==> src/rtl/cache_req_sync_fifo.sv <==
// Clocked FIFO behind the 3-way cache-request merge: synchronizes the merge's drive pulse,
// stores its payload, acknowledges with a one-cycle free pulse, and serves a valid/ready consumer.
module cache_req_sync_fifo #(
    parameter int unsigned DATA_W      = 3,
    parameter int unsigned DEPTH       = 4,
    parameter int unsigned SYNC_STAGES = 2
) (
    input  logic                     clk,
    input  logic                     rst,
    input  logic                     i_drive,
    input  logic [DATA_W-1:0]        i_data,
    output logic                     o_free,
    output logic                     o_valid,
    output logic [DATA_W-1:0]        o_data,
    input  logic                     i_ready,
    output logic [$clog2(DEPTH):0]   o_count,
    output logic                     o_full,
    output logic                     o_overrun
);

    localparam int unsigned PTR_W = $clog2(DEPTH);
    localparam int unsigned CNT_W = PTR_W + 1;
    localparam logic [CNT_W-1:0] FULL_CNT = CNT_W'(DEPTH);

    if (DEPTH < 2 || (DEPTH & (DEPTH - 1)) != 0) begin : g_bad_depth
        $error("DEPTH must be a power of two and at least 2");
    end
    if (SYNC_STAGES < 2) begin : g_bad_sync
        $error("SYNC_STAGES must be at least 2");
    end

    logic [SYNC_STAGES-1:0] r_sync;
    logic                   r_edge;
    logic                   r_pending;
    logic [DATA_W-1:0]      r_mem [DEPTH];
    logic [PTR_W-1:0]       r_wptr;
    logic [PTR_W-1:0]       r_rptr;
    logic [CNT_W-1:0]       r_count;
    logic                   r_free;
    logic                   r_overrun;

    logic w_drive_edge;
    logic w_wr;
    logic w_rd;

    // Full is the registered occupancy, so a same-cycle pop never makes room for a write.
    assign o_full    = (r_count == FULL_CNT);
    assign o_valid   = (r_count != '0);
    assign o_data    = r_mem[r_rptr];
    assign o_count   = r_count;
    assign o_free    = r_free;
    assign o_overrun = r_overrun;

    always_comb begin
        w_drive_edge = r_sync[SYNC_STAGES-1] & ~r_edge;
        w_wr         = (w_drive_edge | r_pending) & ~o_full;
        w_rd         = o_valid & i_ready;
    end

    always_ff @(posedge clk) begin
        if (!rst) begin
            r_sync    <= '0;
            r_edge    <= 1'b0;
            r_pending <= 1'b0;
            r_wptr    <= '0;
            r_rptr    <= '0;
            r_count   <= '0;
            r_free    <= 1'b0;
            r_overrun <= 1'b0;
            for (int i = 0; i < int'(DEPTH); i++) begin
                r_mem[i] <= '0;
            end
        end else begin
            r_sync <= {r_sync[SYNC_STAGES-2:0], i_drive};
            r_edge <= r_sync[SYNC_STAGES-1];
            r_free <= w_wr;

            if (w_wr) begin
                r_pending <= 1'b0;
            end else if (w_drive_edge) begin
                r_pending <= 1'b1;
            end

            // A second request arriving while one is still parked is dropped and flagged.
            if (w_drive_edge && r_pending) begin
                r_overrun <= 1'b1;
            end

            if (w_wr) begin
                r_mem[r_wptr] <= i_data;
                r_wptr        <= r_wptr + 1'b1;
            end
            if (w_rd) begin
                r_rptr <= r_rptr + 1'b1;
            end

            unique case ({w_wr, w_rd})
                2'b10:   r_count <= r_count + 1'b1;
                2'b01:   r_count <= r_count - 1'b1;
                default: r_count <= r_count;
            endcase
        end
    end

endmodule

==> config.mk <==
export PLATFORM = sky130hd
export DESIGN_NAME = cache_req_sync_fifo
export DESIGN_NICKNAME = d
export VERILOG_FILES = /design/src/rtl/cache_req_sync_fifo.sv
export SDC_FILE = /design/constraint.sdc
export NUM_CORES = 1
export LEC_CHECK = 0
export ABC_CLOCK_PERIOD_IN_PS = 3000
export CAP_MARGIN = 40
export CORE_MARGIN = 5
export CORE_UTILIZATION = 30
export DETAILED_ROUTE_END_ITERATION = 10
export MAX_ROUTING_LAYER = met4
export PLACE_DENSITY = 0.55
export SYNTH_ARGS = -nofsm -noshare
export SYNTH_HDL_FRONTEND = slang
export SYNTH_SLANG_ARGS = --single-unit
==> constraint.sdc <==
create_clock -name clk -period 3 [get_ports clk]
set_clock_uncertainty 0.1 [all_clocks]
set_input_delay 0.6 -clock clk [delete_from_list [all_inputs] [get_ports clk]]
set_output_delay 0.6 -clock clk [all_outputs]
set_load 0.02 [all_outputs]
==> results of run 1 <==
[kinds of logic after synthesis]
kind of cell	share of synthesized area [%]
and+or+nand+nor	15.8
DFF	58.5
buffers and inverters	4.54
AOI/OAI and AO/OA	7.64
xor gates and xnor gates	4.65
muxes	5.98
adders and majority gates	2.88
[cells in the final DEF (no fill, tap or decap), types with 2 or more instances in the layout]
cell / Yosys / final
nor3_1: 3 / 3
mux4_2: 3 / 3
clkdlybuf4s50_1: 0 / 16
xnor2_1: 4 / 4
inv_1: 8 / 8
nor2b_1: 2 / 2
and2_1: 11 / 11
nor2_1: 7 / 7
clkbuf_8: 0 / 3
nand2_1: 3 / 3
edfxtp_1: 12 / 12
dfxtp_1: 15 / 15
nand3_1: 3 / 3
o21ai_0: 6 / 6
or3_1: 2 / 2
xor2_1: 2 / 2
[worst min path at each step]
| stage | slack (ps) | cells past startpoint | start | end |
|---|---|---|---|---|
| after detailed placement | 320 | 1 | r_sync[0]$_SDFF_PN0_ | r_sync[1]$_SDFF_PN0_ |
| after CTS | 340 | 1 | r_sync[0]$_SDFF_PN0_ | r_sync[1]$_SDFF_PN0_ |
| after global placement | 310 | 1 | r_sync[0]$_SDFF_PN0_ | r_sync[1]$_SDFF_PN0_ |
| after global routing | 370 | 1 | r_sync[0]$_SDFF_PN0_ | r_sync[1]$_SDFF_PN0_ |
| final | 340 | 1 | r_sync[0]$_SDFF_PN0_ | r_sync[1]$_SDFF_PN0_ |
| after floorplan | 310 | 1 | r_sync[0]$_SDFF_PN0_ | r_sync[1]$_SDFF_PN0_ |
[sequential cells by signal, summed over array words and instances (netlist names), named ones only]
register and flops:
r_rptr 2, r_pending 1, o_overrun 1, r_edge 1, r_mem 12, o_count 3, o_free 1, r_sync 2
r_wptr 2
[per-stage QoR]
step           cell area [sq um]  setup slack, ps  power, mW  hold WS (ps)  util (%)
3_3_place_gp                1330              391      0.721           315      36.4
2_1_floorplan               1130              559      0.623           312         -
6_report                    1380              499      0.921           340      37.8
5_1_grt                     1380              347      0.975           373      37.8
4_1_cts                     1380              477      0.933           344      37.8
3_5_place_dp                1330              305      0.722           320      36.4
[metal layers]
layer	share of wire, %	track usage [%]
met2	50	13.6
met4	1.0	3.13
met1	46	10.3
met5	0	-
met3	3.4	1.68
[layout make-up]
class                      instances  area share, %
tap                               48           4.34
clock inverter                     1          0.543
sequential                        27           47.8
inverter                           9           2.53
timing repair buffer              16           11.6
multi-input combinational         56           30.2
clock buffer                       3           2.99
[where the power goes]
part,internal [mW],leakage (nW),switching (mW)
clock network,0.0942,0.0217,0.116
registers,0.418,0.246,0.0350
logic,0.139,0.233,0.118
total,0.652,0.501,0.269
==> impl_results.md, run 1 <==
- H-tree depth: 1
- Number of synthesized flops with an enable pin: 12
- Overall routing resource usage: roughly 8.4%
- CP endpoint kind: primary output
- Clock slew at reported path FFs: approximately 100 ps
- Core area: 0.00366 sq mm
- Reg2reg setup slack: 500 ps
- Mapped Area: around 0.0011 sq mm
- Fin Setup TNS: 0 ps
- Distinct cells, synth: 27
- Die area: ~0.0051 sq mm
- Startpoint types: flop
- Crit path depth: 3
- Register area share after synthesis: just under 60%
- CTS tree: built
- Critical-path cell list: or3b_4, inv_1, clkdlybuf4s50_1
- Pwr Density: 666 mW/mm^2
- Reg2Reg Depth: 9
- Run status: finished, final reports clean
- Fill cells: roughly 380
- Max-Cap Viols: 0
- Tcrit/Tclk final: 83.4%
- Starting Density: a little under a third
- FF-to-FF End: o_count[2]$_SDFFE_PN0P_
- IO buf count: 16
- Syn Nets: 105
- Worst vdd ir: about 0.24 mV
- Clk sinks: 27
- Clk buf depth: 2
- Period minus WS final: 2500 ps
- Initial antenna violation count: 0
- Yosys top cell area share: between 30% and 40%
- Unrepaired setup endpoints after global routing: false
- Vias: roughly 700
- CP peak stage delay: ~600 ps
- Pin count of the biggest net entering global routing: 22
- Die height: between 70 and 80 um
- TritonCTS buffer count: 3
- PostCTS Resize Cnt: 0
- Sequential standard cell area: about 660 sq um
- Diodes inserted: 0
- DRC Markers: 0
- Largest fanout on the critical path: 6
- Cell family with most CP delay: buffers and inverters
- Ranking of synthesized cells by area: edfxtp_1 32%, dfxtp_1 27%, and2_1 6.1%
- Crit path max-delay cell type: clkdlybuf4s50_1
- HP Class: reg2reg
- CP endpoint: o_full
- Worst path required time: about 2300 ps
- Critical path data arrival time: 1800 ps
- DRT Pass-1 Iters: 4
- DR WL/cell: ~12 um
- Gate Count Post-Synth: between 90 and 100
- Count leader, synth: dfxtp_1
- Worst Setup Path Type: reg2out
- RR Startpoint: o_count[2]$_SDFFE_PN0P_
- DP HPWL: approximately 1400 um
- Share of layout cells above drive strength 1: between 9 and 10%
- Final WL: between 1500 and 2000 um
- Dominant cell type by area after synthesis: edfxtp_1
- Slew @ Worst Pin: 586 ps
- #FFs+latches synth: 27
- # rows: 22
- GPL Wtd Cong: approximately 0.66
- Synth Flop Type: dfxtp_1
- Most frequent cells after synthesis: 15 x dfxtp_1, 12 x edfxtp_1, 11 x and2_1, 8 x inv_1, 7 x nor2_1
- First-pass GRT wire length: between 3000 and 4000 um
- Layout Cells excl Fill: 160
- Slew headroom: 60.8%
- Max-slew violation count: 0
- Final #Nets: around 120
- Inst Count DP: between 150 and 200
- Die width: between 70 and 80 um
- Vias/cell: approximately 4.3
- Clock Tree Root: clkbuf_8
- Worst Setup SP: o_count[2]$_SDFFE_PN0P_
- I/O pin total: 17
- Area of the multi-input gates: around 420 sq um
- Final setup violation count: 0
- Fin. Hold Viols: 0
- Worst-Skew Late Latency: roughly 270 ps
- Mean Syn Cell Area: roughly 12 sq um
- Number of global-route vias before repair: 725
- Pleak: about 0.50 nW
- Area grow syn2layout: 22.4%
- Gr ovfl total: 0
- Async S/R FF share, synth: 0%
- Routed Antenna Nets: 0
- Yosys Warn Count: 0
- Crit path buf inv count: 2
- DR iter-0 viols: 17
- Peak Freq: around 0.4 GHz
- Post-CTS Setup Repair Bufs: 0
- # hold bufs at CTS: 0
(Power assumes the default switching activity.)
==> inputs of run 2 (changes only) <==
--- a/config.mk
+++ b/config.mk
@@ -5,7 +5,7 @@
 export SDC_FILE = /design/constraint.sdc
 export NUM_CORES = 1
 export LEC_CHECK = 0
-export ABC_CLOCK_PERIOD_IN_PS = 3000
+export ABC_CLOCK_PERIOD_IN_PS = 2500
 export CAP_MARGIN = 40
 export CORE_MARGIN = 5
 export CORE_UTILIZATION = 30
==> constraint.sdc (replaced) <==
create_clock -name clk -period 2.5 [get_ports clk]
set_clock_uncertainty 0.1 [all_clocks]
set_input_delay 0.5 -clock clk [delete_from_list [all_inputs] [get_ports clk]]
set_output_delay 0.5 -clock clk [all_outputs]
set_load 0.02 [all_outputs]
==> impl_results.md, run 2 (synthesized netlist as in run 1, its figures left out) <==
- Run status: finished, final reports clean
- Reg with most FFs: r_mem
- Die width: 71.4 um
- Unrepaired setup endpoints after global routing: false
- Final #Nets: about 130
- CTS tree: built
- Worst-Skew Late Latency: around 270 ps
- IO buf count: 16
- Commonest non-fill, non-tap cells in the layout: 16 x clkdlybuf4s50_1, 14 x dfxtp_1, 12 x edfxtp_1, 11 x and2_1, 8 x inv_1
- Fin. Hold Viols: 0
- Die height: about 70 um
- # hold bufs at CTS: 0
- First-pass GRT wire length: ~3400 um
- Reg2Reg Depth: 9
- Dpl ws: -111 ps
- Pwr Density: ~790 mW/mm^2
- Fill cells: 364
- HP Class: reg2reg
- Final total power: 1.14 mW
- TritonCTS buffer count: 3
- DRC Markers: 0
- Clk buf depth: 2
- DRT Pass-1 Iters: 4
- Starting Density: between 30% and 40%
- Clock slew at reported path FFs: 90 ps
- Post-route cell area: ~0.0014 sq mm
- Placed inst area: roughly 0.0014 sq mm
- Final WL: roughly 1900 um
- Max reg flops: 12
- Period minus WS final: 2390 ps
- Vias/cell: between 4 and 5
- Worst vdd ir: 0.263 mV
- Die area: between 0.005 and 0.006 sq mm
- Initial antenna violation count: 0
- Vias: about 700
- Core area: 0.00366 sq mm
- I/O pin total: 17
- Pleak: 0.534 nW
- Final Worst Setup Slack: approximately 110 ps
- DR WL/cell: around 12 um
- GPL Wtd Cong: a little over 0.7
- Area grow syn2layout: 26.5%
- DR iter-0 viols: 17
- Critical path data arrival time: around 1800 ps
- Peak Freq: between 0.4 and 0.5 GHz
- Hold path cells: 1
- Number of global-route vias before repair: between 700 and 800
- Startpoint types: flop
- Tcrit/Tclk final: roughly 96%
- Worst path required time: 1900 ps
- Overall routing resource usage: under 10%
- Clk sinks: 27
- Most common cell after layout, fill and taps aside: clkdlybuf4s50_1
- Diodes inserted: 0
- Max-Cap Viols: 0
- DP HPWL: between 1500 and 2000 um
- Pin count of the biggest net entering global routing: 16
- Slew @ Worst Pin: 494 ps
- Gr ovfl total: 0
- H-tree depth: 1
- Routed Antenna Nets: 0
- Final Util: between 30% and 40%
- CP endpoint kind: primary output
- Clock Tree Root: clkbuf_8
- # rows: 22
- Slew headroom: approximately two thirds
- Final setup violation count: 0
- Worst Setup Path Type: reg2out
- Share of layout cells above drive strength 1: about 16%
- Max-slew violation count: 0
- WHS: between 300 and 400 ps
- Largest fanout on the critical path: 3
-- run 2: cell count changes in the layout (fill, tap and decap cells not counted) --
cell and delta:
clkinvlp_4 -1, ha_2 +1, clkinv_2 +1, a21boi_0 -1
dfxtp_2 +1, dfxtp_1 -1, ha_1 -1, buf_4 +6
a21boi_1 +1
-- run 2: per-layer routing --
layer / global-route usage, % / wire, um
met4: 3.76 / 29
met2: 14.2 / 959
met3: 1.26 / 59
met1: 10.3 / 900
met5: - / 0
-- run 2: where the power goes --
| part | internal, mW | switching (mW) | total, mW |
|---|---|---|---|
| clock network | 0.111 | 0.130 | 0.241 |
| registers | 0.502 | 0.0287 | 0.531 |
| logic | 0.198 | 0.166 | 0.364 |
| total | 0.812 | 0.324 | 1.14 |
-- run 2: through the flow --
stage	cells	TNS [ps]
after CTS	166	0
after detailed placement	162	-111
after global placement	162	0
final	166	0
after floorplan	96	0
after global routing	166	0
-- run 2: path summary, 6_finish.rpt --
| path | slack (ps) | startpoint | endpoint |
|---|---|---|---|
| setup / recovery | 110 | o_count[2]$_SDFFE_PN0P_ | o_full |
| hold / removal | 340 | r_sync[0]$_SDFF_PN0_ | r_sync[1]$_SDFF_PN0_ |
| setup reg to reg | 170 | o_count[2]$_SDFFE_PN0P_ | o_count[2]$_SDFFE_PN0P_ |
| hold reg to reg | 340 | r_sync[0]$_SDFF_PN0_ | r_sync[1]$_SDFF_PN0_ |
-- run 2: layout make-up --
type | instances | area, sq um | share of cell area, %
Tap cell | 48 | 60.1 | 4.20
Inverter | 9 | 35.0 | 2.45
Multi-Input combinational cell | 56 | 420 | 29.4
Clock inverter | 1 | 5.00 | 0.350
Sequential cell | 27 | 662 | 46.3
Clock buffer | 3 | 41.3 | 2.89
Timing Repair Buffer | 22 | 205 | 14.4
-- run 2: critical path: stages (launching register included) --
cell and delay, ps:
dfxtp_2 340, or3b_4 380, buf_4 150, inv_1 40, clkdlybuf4s50_1 600
-- run 2: repair_timing --
action	4_1_cts	5_1_grt
setup buffers	0	0
gates resized for setup	0	3
setup endpoints to repair	0	1
==> inputs of run 3 (changes only) <==
--- a/config.mk
+++ b/config.mk
@@ -11,7 +11,6 @@
 export CORE_UTILIZATION = 30
 export DETAILED_ROUTE_END_ITERATION = 10
 export MAX_ROUTING_LAYER = met4
-export PLACE_DENSITY = 0.55
 export SYNTH_ARGS = -nofsm -noshare
 export SYNTH_HDL_FRONTEND = slang
 export SYNTH_SLANG_ARGS = --single-unit
==> impl_results.md, run 3 (synthesized netlist as in run 1, its figures left out) <==
- Run status: finished, final reports clean
- Clock Tree Root: clkbuf_8
- Die area: ~0.0051 sq mm
- Sequential share of power: between 40% and 50%
- Core area: 0.00366 sq mm
- Largest fanout on the critical path: 3
- Net Sw Power: between 300 and 400 uW
- Pleak: around 0.53 nW
- M2 GR Usage: around an eighth
- DR iter-0 viols: 13
- Startpoint types: flop
- IO buf count: 16
- GRT busiest layer: met2
- DP HPWL: 1430 um
- Met1 Usage GRT: between 10% and 20%
- Area grow syn2layout: 25.5%
- Overall routing resource usage: under 10%
- Worst vdd ir: roughly 0.28 mV
- H-tree depth: 1
- Clock slew at reported path FFs: approximately 90 ps
- WHS: between 300 and 400 ps
- Fin Setup TNS: 0 ps
- Initial antenna violation count: 0
- Starting Density: between 30% and 40%
- Fin. Hold Viols: 0
- GPL Wtd Cong: around 0.74
- First-pass GRT wire length: 3240 um
- Internal Power: between 800 and 900 uW
- Gr ovfl total: 0
- Max reg flops: 12
- Worst-Skew Late Latency: roughly 270 ps
- Reg with most FFs: r_mem
- Vias: 706
- DRT Pass-1 Iters: 4
- Pwr Density: 794 mW/mm^2
- Dpl ws: about 1.9 ps
- Most common cell after layout, fill and taps aside: clkdlybuf4s50_1
- Clk buf depth: 2
- Clk sinks: 27
- Tcrit/Tclk final: 94.1%
- Combinational share of power: 30.9%
- DRC Markers: 0
- Commonest non-fill, non-tap cells in the layout: 16 x clkdlybuf4s50_1, 14 x dfxtp_1, 12 x edfxtp_1, 11 x and2_1, 8 x inv_1
- Share of layout cells above drive strength 1: 13.7%
- Final Worst Setup Slack: about 150 ps
- Met3 usage: about 1.7%
- Die height: 71.4 um
- Final #Nets: about 130
- Unrepaired setup endpoints after global routing: false
- CP endpoint kind: primary output
- Worst path required time: 1900 ps
- TritonCTS buffer count: 3
- Diodes inserted: 0
- Final total power: ~1.1 mW
- Max-Cap Viols: 0
- Vias/cell: roughly 4.3
- Pin count of the biggest net entering global routing: 16
- # rows: 22
- DR WL/cell: about 11 um
- Clock network fraction of total power: between 20% and 30%
- CTS tree: built
- Max-slew violation count: 0
- Period minus WS final: 2350 ps
- Slew headroom: 67.3%
- Number of global-route vias before repair: 703
- HP Class: reg2reg
- Peak Freq: about 0.43 GHz
- I/O pin total: 17
- Final setup violation count: 0
- Sw frac: 28.2%
- Final WL: around 1900 um
- Worst Setup Path Type: reg2out
- Die width: just over 70 um
- Critical path data arrival time: around 1800 ps
- Routed Antenna Nets: 0
- Slew @ Worst Pin: 486 ps
[run 3: cell types whose count changed in the layout (fill, tap and decap cells not counted)]
cell	before	now
buf_4	6	5
clkinv_2	2	1
ha_1	0	1
ha_2	1	0
clkbuf_1	0	1
[run 3: path summary, 6_finish.rpt]
path / startpoint / endpoint / slack, ps / depth (start not counted)
worst min register to register: r_sync[0]$_SDFF_PN0_ / r_sync[1]$_SDFF_PN0_ / 350 / 1
worst max-delay path: flop / o_data[1] / 150 / 2
worst min-delay path: r_sync[0]$_SDFF_PN0_ / r_sync[1]$_SDFF_PN0_ / 350 / 1
worst max register to register: o_count[1]$_SDFFE_PN0P_ / o_count[2]$_SDFFE_PN0P_ / 170 / 9
[run 3: repair_timing]
item,4_1_cts,5_1_grt
setup buffers,0,0
gates resized for setup,0,2
hold buffers,0,0
setup endpoints to repair,0,1
[run 3: layout make-up]
| type | count | area (sq um) |
|---|---|---|
| fill | 366 | 2240 |
| sequential | 27 | 662 |
| multi-input combinational | 56 | 418 |
| timing repair buffer | 21 | 198 |
| tap | 48 | 60.1 |
| clock buffer | 4 | 45.0 |
| inverter | 9 | 35.0 |
[run 3: critical path, cell delays in order, from the launching register on]
cell and delay [ps]:
dfxtp_1 420, mux4_2 510, clkdlybuf4s50_1 550
[run 3: power by group through the flow]
| stage | clock [mW] | sequential (mW) | combinational (mW) |
|---|---|---|---|
| after floorplan | 0 | 0.561 | 0.187 |
| after global placement | 0 | 0.545 | 0.343 |
| after detailed placement | 0 | 0.545 | 0.349 |
| after CTS | 0.250 | 0.535 | 0.351 |
| after global routing | 0.269 | 0.543 | 0.378 |
| final | 0.243 | 0.535 | 0.347 |
[run 3: layer usage]
| metal | up-vias | wire (um) |
|---|---|---|
| met2 | 10 | 960 |
| met3 | 2 | 62 |
| li1 | 364 | - |
| met1 | 330 | 825 |
| met4 | 0 | 14 |
| met5 | - | 0 |
[run 3: per-stage QoR]
| stage | util, % | cells | cell area (sq um) |
|---|---|---|---|
| floorplan | - | 96 | 1130 |
| CTS | 38.7 | 165 | 1420 |
| global route | 38.7 | 165 | 1420 |
| global placement | 37.5 | 161 | 1370 |
| finish | 38.7 | 165 | 1420 |
| detailed placement | 37.5 | 161 | 1370 |
